--- src/rtl/psk_tx_pkg.sv ---
// -----------------------------------------------------------------------------
// psk_tx_pkg
// Shared definitions for the PSK transmit path.
//   - psk_tx_state_e : frame scheduler state encoding
//   - PSK_* bytes    : default preamble / sync word / pad values. The RX-side
//                      correlator and the benches use the same values.
//   - psk_max()      : elaboration-time helper for sizing counters
// -----------------------------------------------------------------------------
package psk_tx_pkg;

  typedef enum logic [2:0] {
    ST_IDLE     = 3'd0,
    ST_PREAMBLE = 3'd1,
    ST_SYNC     = 3'd2,
    ST_PAYLOAD  = 3'd3,
    ST_GAP      = 3'd4
  } psk_tx_state_e;

  localparam logic [7:0] PSK_PREAMBLE_BYTE = 8'hAA;
  localparam logic [7:0] PSK_SYNC0         = 8'h2D;
  localparam logic [7:0] PSK_SYNC1         = 8'hD4;
  localparam logic [7:0] PSK_PAD_BYTE      = 8'h00;

  function automatic int unsigned psk_max(input int unsigned a, input int unsigned b);
    return (a > b) ? a : b;
  endfunction

endpackage

--- src/rtl/psk_frame_scheduler.sv ---
// -----------------------------------------------------------------------------
// psk_frame_scheduler
// Sits between the TX sample FIFO and the PSK modulator. It builds fixed-length
// frames: PREAMBLE_LEN preamble bytes, SYNC0, SYNC1, then PAYLOAD_LEN payload
// bytes pulled from the FIFO. A pad byte replaces each missing payload byte.
// After each frame it waits GAP_CLKS idle cycles.
//
// Ports
//   clk, rst_n   clock, asynchronous active-low reset
//   enable       permits starting a new frame from IDLE
//   fifo_data    upstream FWFT byte (valid while !fifo_empty)
//   fifo_empty   upstream empty
//   fifo_read    upstream pop (combinational, same cycle as the capture edge)
//   mod_sample   byte offered to the modulator
//   mod_empty    1 = no byte offered
//   mod_read     modulator consumed mod_sample (one-cycle pulse)
//   busy         scheduler is not IDLE
//   frame_done   one-cycle pulse at the end of the inter-frame gap
//   underrun     one-cycle pulse for each padded payload byte
// -----------------------------------------------------------------------------
module psk_frame_scheduler
  import psk_tx_pkg::*;
#(
  parameter int unsigned PREAMBLE_LEN  = 4,
  parameter logic [7:0]  PREAMBLE_BYTE = PSK_PREAMBLE_BYTE,
  parameter logic [7:0]  SYNC0         = PSK_SYNC0,
  parameter logic [7:0]  SYNC1         = PSK_SYNC1,
  parameter int unsigned PAYLOAD_LEN   = 16,
  parameter logic [7:0]  PAD_BYTE      = PSK_PAD_BYTE,
  parameter int unsigned GAP_CLKS      = 64
) (
  input  logic       clk,
  input  logic       rst_n,
  input  logic       enable,
  input  logic [7:0] fifo_data,
  input  logic       fifo_empty,
  output logic       fifo_read,
  output logic [7:0] mod_sample,
  output logic       mod_empty,
  input  logic       mod_read,
  output logic       busy,
  output logic       frame_done,
  output logic       underrun
);

  localparam int unsigned BCW = $clog2(psk_max(PREAMBLE_LEN, PAYLOAD_LEN) + 1);
  localparam int unsigned GCW = $clog2(GAP_CLKS + 1);

  localparam logic [BCW-1:0] PRE_LAST = BCW'(PREAMBLE_LEN - 1);
  localparam logic [BCW-1:0] PAY_LAST = BCW'(PAYLOAD_LEN - 1);
  localparam logic [GCW-1:0] GAP_LAST = GCW'(GAP_CLKS - 1);

  psk_tx_state_e  state_r, state_n;
  logic [7:0]     hold_r, hold_n;
  logic           hold_valid_r, hold_valid_n;
  logic [BCW-1:0] byte_cnt_r, byte_cnt_n;
  logic [GCW-1:0] gap_cnt_r, gap_cnt_n;
  logic           underrun_r, underrun_n;
  logic           frame_done_r, frame_done_n;
  logic           busy_r;
  logic           consume_s;
  logic           load_payload_s;
  logic           fifo_read_s;

  // State, holding register, counters and pulse outputs.
  always_ff @(posedge clk or negedge rst_n) begin
    if (!rst_n) begin
      state_r      <= ST_IDLE;
      hold_r       <= 8'h00;
      hold_valid_r <= 1'b0;
      byte_cnt_r   <= '0;
      gap_cnt_r    <= '0;
      underrun_r   <= 1'b0;
      frame_done_r <= 1'b0;
      busy_r       <= 1'b0;
    end else begin
      state_r      <= state_n;
      hold_r       <= hold_n;
      hold_valid_r <= hold_valid_n;
      byte_cnt_r   <= byte_cnt_n;
      gap_cnt_r    <= gap_cnt_n;
      underrun_r   <= underrun_n;
      frame_done_r <= frame_done_n;
      busy_r       <= (state_n != ST_IDLE);
    end
  end

  // Next-state logic and frame byte sequencing. The next byte is loaded on the
  // edge that consumes the current one.
  always_comb begin
    state_n        = state_r;
    hold_n         = hold_r;
    hold_valid_n   = hold_valid_r;
    byte_cnt_n     = byte_cnt_r;
    gap_cnt_n      = gap_cnt_r;
    underrun_n     = 1'b0;
    frame_done_n   = 1'b0;
    load_payload_s = 1'b0;
    fifo_read_s    = 1'b0;
    // A read only counts when a byte is actually on offer.
    consume_s      = mod_read && hold_valid_r;

    case (state_r)
      ST_IDLE: begin
        if (enable && !fifo_empty) begin
          hold_n       = PREAMBLE_BYTE;
          hold_valid_n = 1'b1;
          byte_cnt_n   = '0;
          state_n      = ST_PREAMBLE;
        end else begin
          hold_valid_n = 1'b0;
        end
      end
      ST_PREAMBLE: begin
        if (consume_s) begin
          if (byte_cnt_r == PRE_LAST) begin
            hold_n     = SYNC0;
            byte_cnt_n = '0;
            state_n    = ST_SYNC;
          end else begin
            hold_n     = PREAMBLE_BYTE;
            byte_cnt_n = byte_cnt_r + BCW'(1);
          end
        end else begin
          state_n = state_r;
        end
      end
      ST_SYNC: begin
        // byte_cnt 0: SYNC0 on offer; byte_cnt 1: SYNC1 on offer.
        if (consume_s) begin
          if (byte_cnt_r == '0) begin
            hold_n     = SYNC1;
            byte_cnt_n = BCW'(1);
          end else begin
            load_payload_s = 1'b1;
            byte_cnt_n     = '0;
            state_n        = ST_PAYLOAD;
          end
        end else begin
          state_n = state_r;
        end
      end
      ST_PAYLOAD: begin
        // byte_cnt is the index of the payload byte currently on offer.
        if (consume_s) begin
          if (byte_cnt_r == PAY_LAST) begin
            hold_valid_n = 1'b0;
            gap_cnt_n    = '0;
            state_n      = ST_GAP;
          end else begin
            load_payload_s = 1'b1;
            byte_cnt_n     = byte_cnt_r + BCW'(1);
          end
        end else begin
          state_n = state_r;
        end
      end
      ST_GAP: begin
        if (gap_cnt_r == GAP_LAST) begin
          frame_done_n = 1'b1;
          state_n      = ST_IDLE;
        end else begin
          gap_cnt_n = gap_cnt_r + GCW'(1);
        end
      end
      default: begin
        state_n      = ST_IDLE;
        hold_valid_n = 1'b0;
      end
    endcase

    // Payload loads take the FIFO head, or pad and flag when it is dry.
    if (load_payload_s) begin
      if (!fifo_empty) begin
        hold_n      = fifo_data;
        fifo_read_s = 1'b1;
      end else begin
        hold_n     = PAD_BYTE;
        underrun_n = 1'b1;
      end
    end else begin
      fifo_read_s = 1'b0;
    end
  end

  assign fifo_read  = fifo_read_s;
  assign mod_sample = hold_r;
  assign mod_empty  = !hold_valid_r;
  assign busy       = busy_r;
  assign frame_done = frame_done_r;
  assign underrun   = underrun_r;

endmodule

--- config.mk ---
export PLATFORM = sky130hd
export DESIGN_NAME = psk_frame_scheduler
export DESIGN_NICKNAME = d
export VERILOG_FILES = /design/src/rtl/psk_tx_pkg.sv /design/src/rtl/psk_frame_scheduler.sv
export SDC_FILE = /design/constraint.sdc
export NUM_CORES = 1
export LEC_CHECK = 0
export ABC_CLOCK_PERIOD_IN_PS = 2400
export CORE_UTILIZATION = 47
export CTS_CLUSTER_DIAMETER = 120
export DETAILED_ROUTE_END_ITERATION = 7
export MAX_ROUTING_LAYER = met4
export PLACE_DENSITY = 0.83
export SYNTH_ARGS = -nofsm -noshare
export SYNTH_HDL_FRONTEND = slang
export SYNTH_SLANG_ARGS = --single-unit
export TNS_END_PERCENT = 50
--- constraint.sdc ---
create_clock -name clk -period 2.4 [get_ports clk]
set_input_delay 0.36 -clock clk [delete_from_list [all_inputs] [get_ports clk]]
set_output_delay 0.36 -clock clk [all_outputs]
set_load 0.01 [all_outputs]
==> results.py <==
metrics = {
    "run_status": {
        "status": "finished clean",
    },
    "place": {
        "numPortBuffers": 25,
        "dp_hpwl_mm": 2.45,
        "dp_cells": 226,
        "globalplace.congestion": 0.884,
        "postPlaceCellArea_mm2": 0.00178,
    },
    "global_route": {
        "grt_overflow": 0,
        "antenna_found_initial": 0,
        "grt_max_degree": 28,
        "grt_pass1_vias": 1247,
        "track_usage_pct": 21.6,
        "grt_first_pass_wirelength_mm": 5.40,
    },
    "finish": {
        "final_area_mm2": 0.00184,
        "multi_input_area_um2": 732,
        "fin_util_pct": 60.7,
        "regArea_um2": 676,
        "fillers": 269,
        "drive_gt1_share_pct": 16.4,
        "layoutNonFillerInstCount": 233,
        "diodes": 0,
        "nets": 207,
        "synthToLayoutAreaGrowth_pct": 23.0,
    },
    "cts": {
        "cts_tree": "yes",
        "path_clk_slew_ps": 130,
        "cts_buffer_depth": 2,
        "cts.sinks": 27,
        "cts_buffers": 3,
        "htreeDepth": 1,
        "clock-root-buffer": "clkbuf_4",
        "clk-insertion-delay-late_ps": 320,
        "cts_hold_buf": 0,
    },
    "power": {
        "power.density_cell_area_mw_per_mm2": 971,
        "finalPower_uw": 1790,
        "ir_worst_vdd_mv": 0.433,
        "power.leakage_uw": 0.000784,
    },
    "setup_path": {
        "crit_arrival_ps": 1940,
        "path_max_fanout": 4,
        "cp_slowest_cell": "or4b_4",
        "cp-startpoint": "byte_cnt_r[0]",
        "cp.required_ps": 2040,
        "crit_path_end_kind": "output port",
        "crit_type": "flip-flop to output port",
        "reg2regPathDepth": 9,
        "start_kind": "flip-flop",
        "reg2reg_from": "byte_cnt_r[0]",
        "slowest_delay_ps": 500,
        "worstPathCellList": "inv_1 -> ha_1 -> or4b_4 -> o2111ai_4 -> nor2_2 -> buf_2",
        "rrSetupSlack_ps": 140,
        "r2r_end": "byte_cnt_r[4]",
        "endpoint": "fifo_read",
    },
    "floorplanning": {
        "core_area_mm2": 0.00303,
        "ios": 26,
        "die_x_um": 58.4,
        "die_y_um": 58.4,
        "rows": 20,
        "start_util_pct": 49.4,
        "die_area_mm2": 0.00341,
    },
    "hold_path": {
        "hold_class": "input port to asynchronous set/reset pin",
    },
    "detailed_routing": {
        "viasPerCell": 5.43,
        "wire_per_inst_um": 13.7,
        "drt_pass1_iterations": 5,
        "drt_iter0_markers": 44,
        "ant_nets": 0,
        "drc": 0,
        "wirelength_mm": 3.20,
        "vias": 1266,
    },
    "run": {
        "maxCapViolations": 0,
    },
    "timing": {
        "period_minus_slack_ps": 2300,
        "setup_viol": 0,
        "slew_violations": 0,
        "min_period_over_period_pct": 95.7,
        "grt_setup_unrepaired": "no",
        "fmax_mhz": 435,
        "final.setup.tns_ps": 0,
        "hold_viol": 0,
        "worstMarginPinSlew_ps": 455,
        "slew_headroom_pct": 69.6,
        "clock_skew_ps": 3.02,
    },
    "yosys": {
        "syn_inst": 157,
        "synth.net_count": 174,
        "synth.distinct_cells": 43,
        "yosysWarningCount": 0,
        "avgSynthCellArea_um2": 9.52,
        "syn_area_mm2": 0.00150,
        "yosys_register_bits": 27,
        "seq_area_frac_synth_pct": 45.2,
    },
}
[critical path, delay by kind of cell (launching register included)]
family                   cells  cell delay [ps]
AO/OA/AOI/OAI                1              230
adder cells (fa/ha/maj)      1              150
buffers and inverters        2              230
flip-flops                   1              440
AND/OR/NAND/NOR              2              570
[Yosys cell counts]
library cell  number  share of area [%]
a211oi_1           1               0.50
a21o_4             1                1.0
a21oi_1            7                2.3
a21oi_2            2                1.2
a22oi_1            1               0.50
a31oi_1            2               0.84
a32oi_1            1               0.59
a41o_1             1               0.67
and2_4             1               0.59
and2b_1            1               0.50
and2b_2            1               0.59
and3_1             3                1.3
and3_2             1               0.50
buf_2              1               0.33
buf_4              1               0.50
buf_6              3                2.3
buf_8              1                1.0
dfrtp_1           27                 45
ha_1               4                3.3
inv_1              9                2.3
nand2_1           19                4.8
nand2b_1           2               0.84
nand3_1            6                2.0
nor2_1            15                3.8
nor2_2             1               0.42
nor2b_1            3                1.3
nor3_1             3                1.0
nor3_2             1               0.67
nor3b_1            1               0.50
o2111ai_4          1                1.8
o211ai_1           1               0.50
o21ai_0           12                4.0
o21ai_1            2               0.67
o21bai_2           1               0.75
o22ai_1            1               0.42
o31ai_1            4                2.0
o41ai_1            2                1.2
or2b_2             1               0.59
or3_1              5                2.1
or3_2              1               0.50
or3_4              1               0.75
or4b_4             2                1.8
xnor2_1            3                1.8
[report_power, final]
group          leakage (uW)  switching [uW]  internal (uW)
sequential         0.000306            98.0            584
clock             0.0000150             125           65.1
combinational      0.000463             473            441
[final cells by class]
class / count / share of cell area (%)
Clock buffer: 4 / 1.43
Multi-Input combinational cell: 115 / 39.8
Sequential cell: 27 / 36.7
Inverter: 9 / 1.84
Timing Repair Buffer: 34 / 17.2
Tap cell: 44 / 2.99
[state kept, by name (all words and copies together), names as in the netlist]
| signal | count |
|---|---|
| mod_sample | 8 |
| byte_cnt_r | 5 |
| gap_cnt_r | 7 |
| underrun | 1 |
| hold_valid_r | 1 |
| frame_done | 1 |
| busy | 1 |
| state_r | 3 |
[what timing repair did]
action | 4_1_cts | 5_1_grt
resized for setup | 4 | 4
endpoints found under the setup margin | 1 | 6
pin swaps | 1 | 2
setup buffers | 1 | 2
[kinds of logic after synthesis]
family                   after synthesis  synth area share, %
AO/OA/AOI/OAI                         40                 18.9
flip-flops                            27                 45.2
adder cells (fa/ha/maj)                4                 3.35
XOR/XNOR                               3                 1.76
buffers and inverters                 15                 6.36
AND/OR/NAND/NOR                       68                 24.4
[layer usage]
layer  vias to the layer above  GRT usage (%)  share of wire [%]
met3                         5           2.64                4.8
met5                         -              -                  0
met4                         0           6.80                1.1
li1                        617              -                  -
met1                       607           22.6                 39
met2                        37           41.7                 55
[per-stage QoR]
| stage | hold slack (ps) | setup slack (ps) |
|---|---|---|
| final | 400 | 103 |
| after global routing | 409 | 16.2 |
| after CTS | 398 | 5.69 |
| after detailed placement | 449 | 39.2 |
| after global placement | 435 | 139 |
| after floorplan | 64.4 | 282 |
[worst min-delay path by stage]
| stage | start | to | cells past startpoint | slack, ps |
|---|---|---|---|---|
| detailed placement | gap_cnt_r[6] | frame_done | 1 | 450 |
| global route | rst_n | mod_sample[6] | 2 | 410 |
| global placement | gap_cnt_r[6] | frame_done | 1 | 440 |
| finish | rst_n | mod_sample[0] | 2 | 400 |
| CTS | rst_n | mod_sample[0] | 2 | 400 |
| floorplan | rst_n | busy | 0 | 60 |
[cell usage in the layout (no fill, tap or decap), types with 4 or more instances in the layout]
cell type,Yosys,routed
nand2_1,19,18
a21oi_1,7,7
o21ai_0,12,12
or3_1,5,5
buf_4,1,8
clkdlybuf4s50_1,0,24
nor2_1,15,15
o31ai_1,4,4
inv_1,9,9
nand3_1,6,6
dfrtp_1,27,27
(Power assumes the default switching activity.)
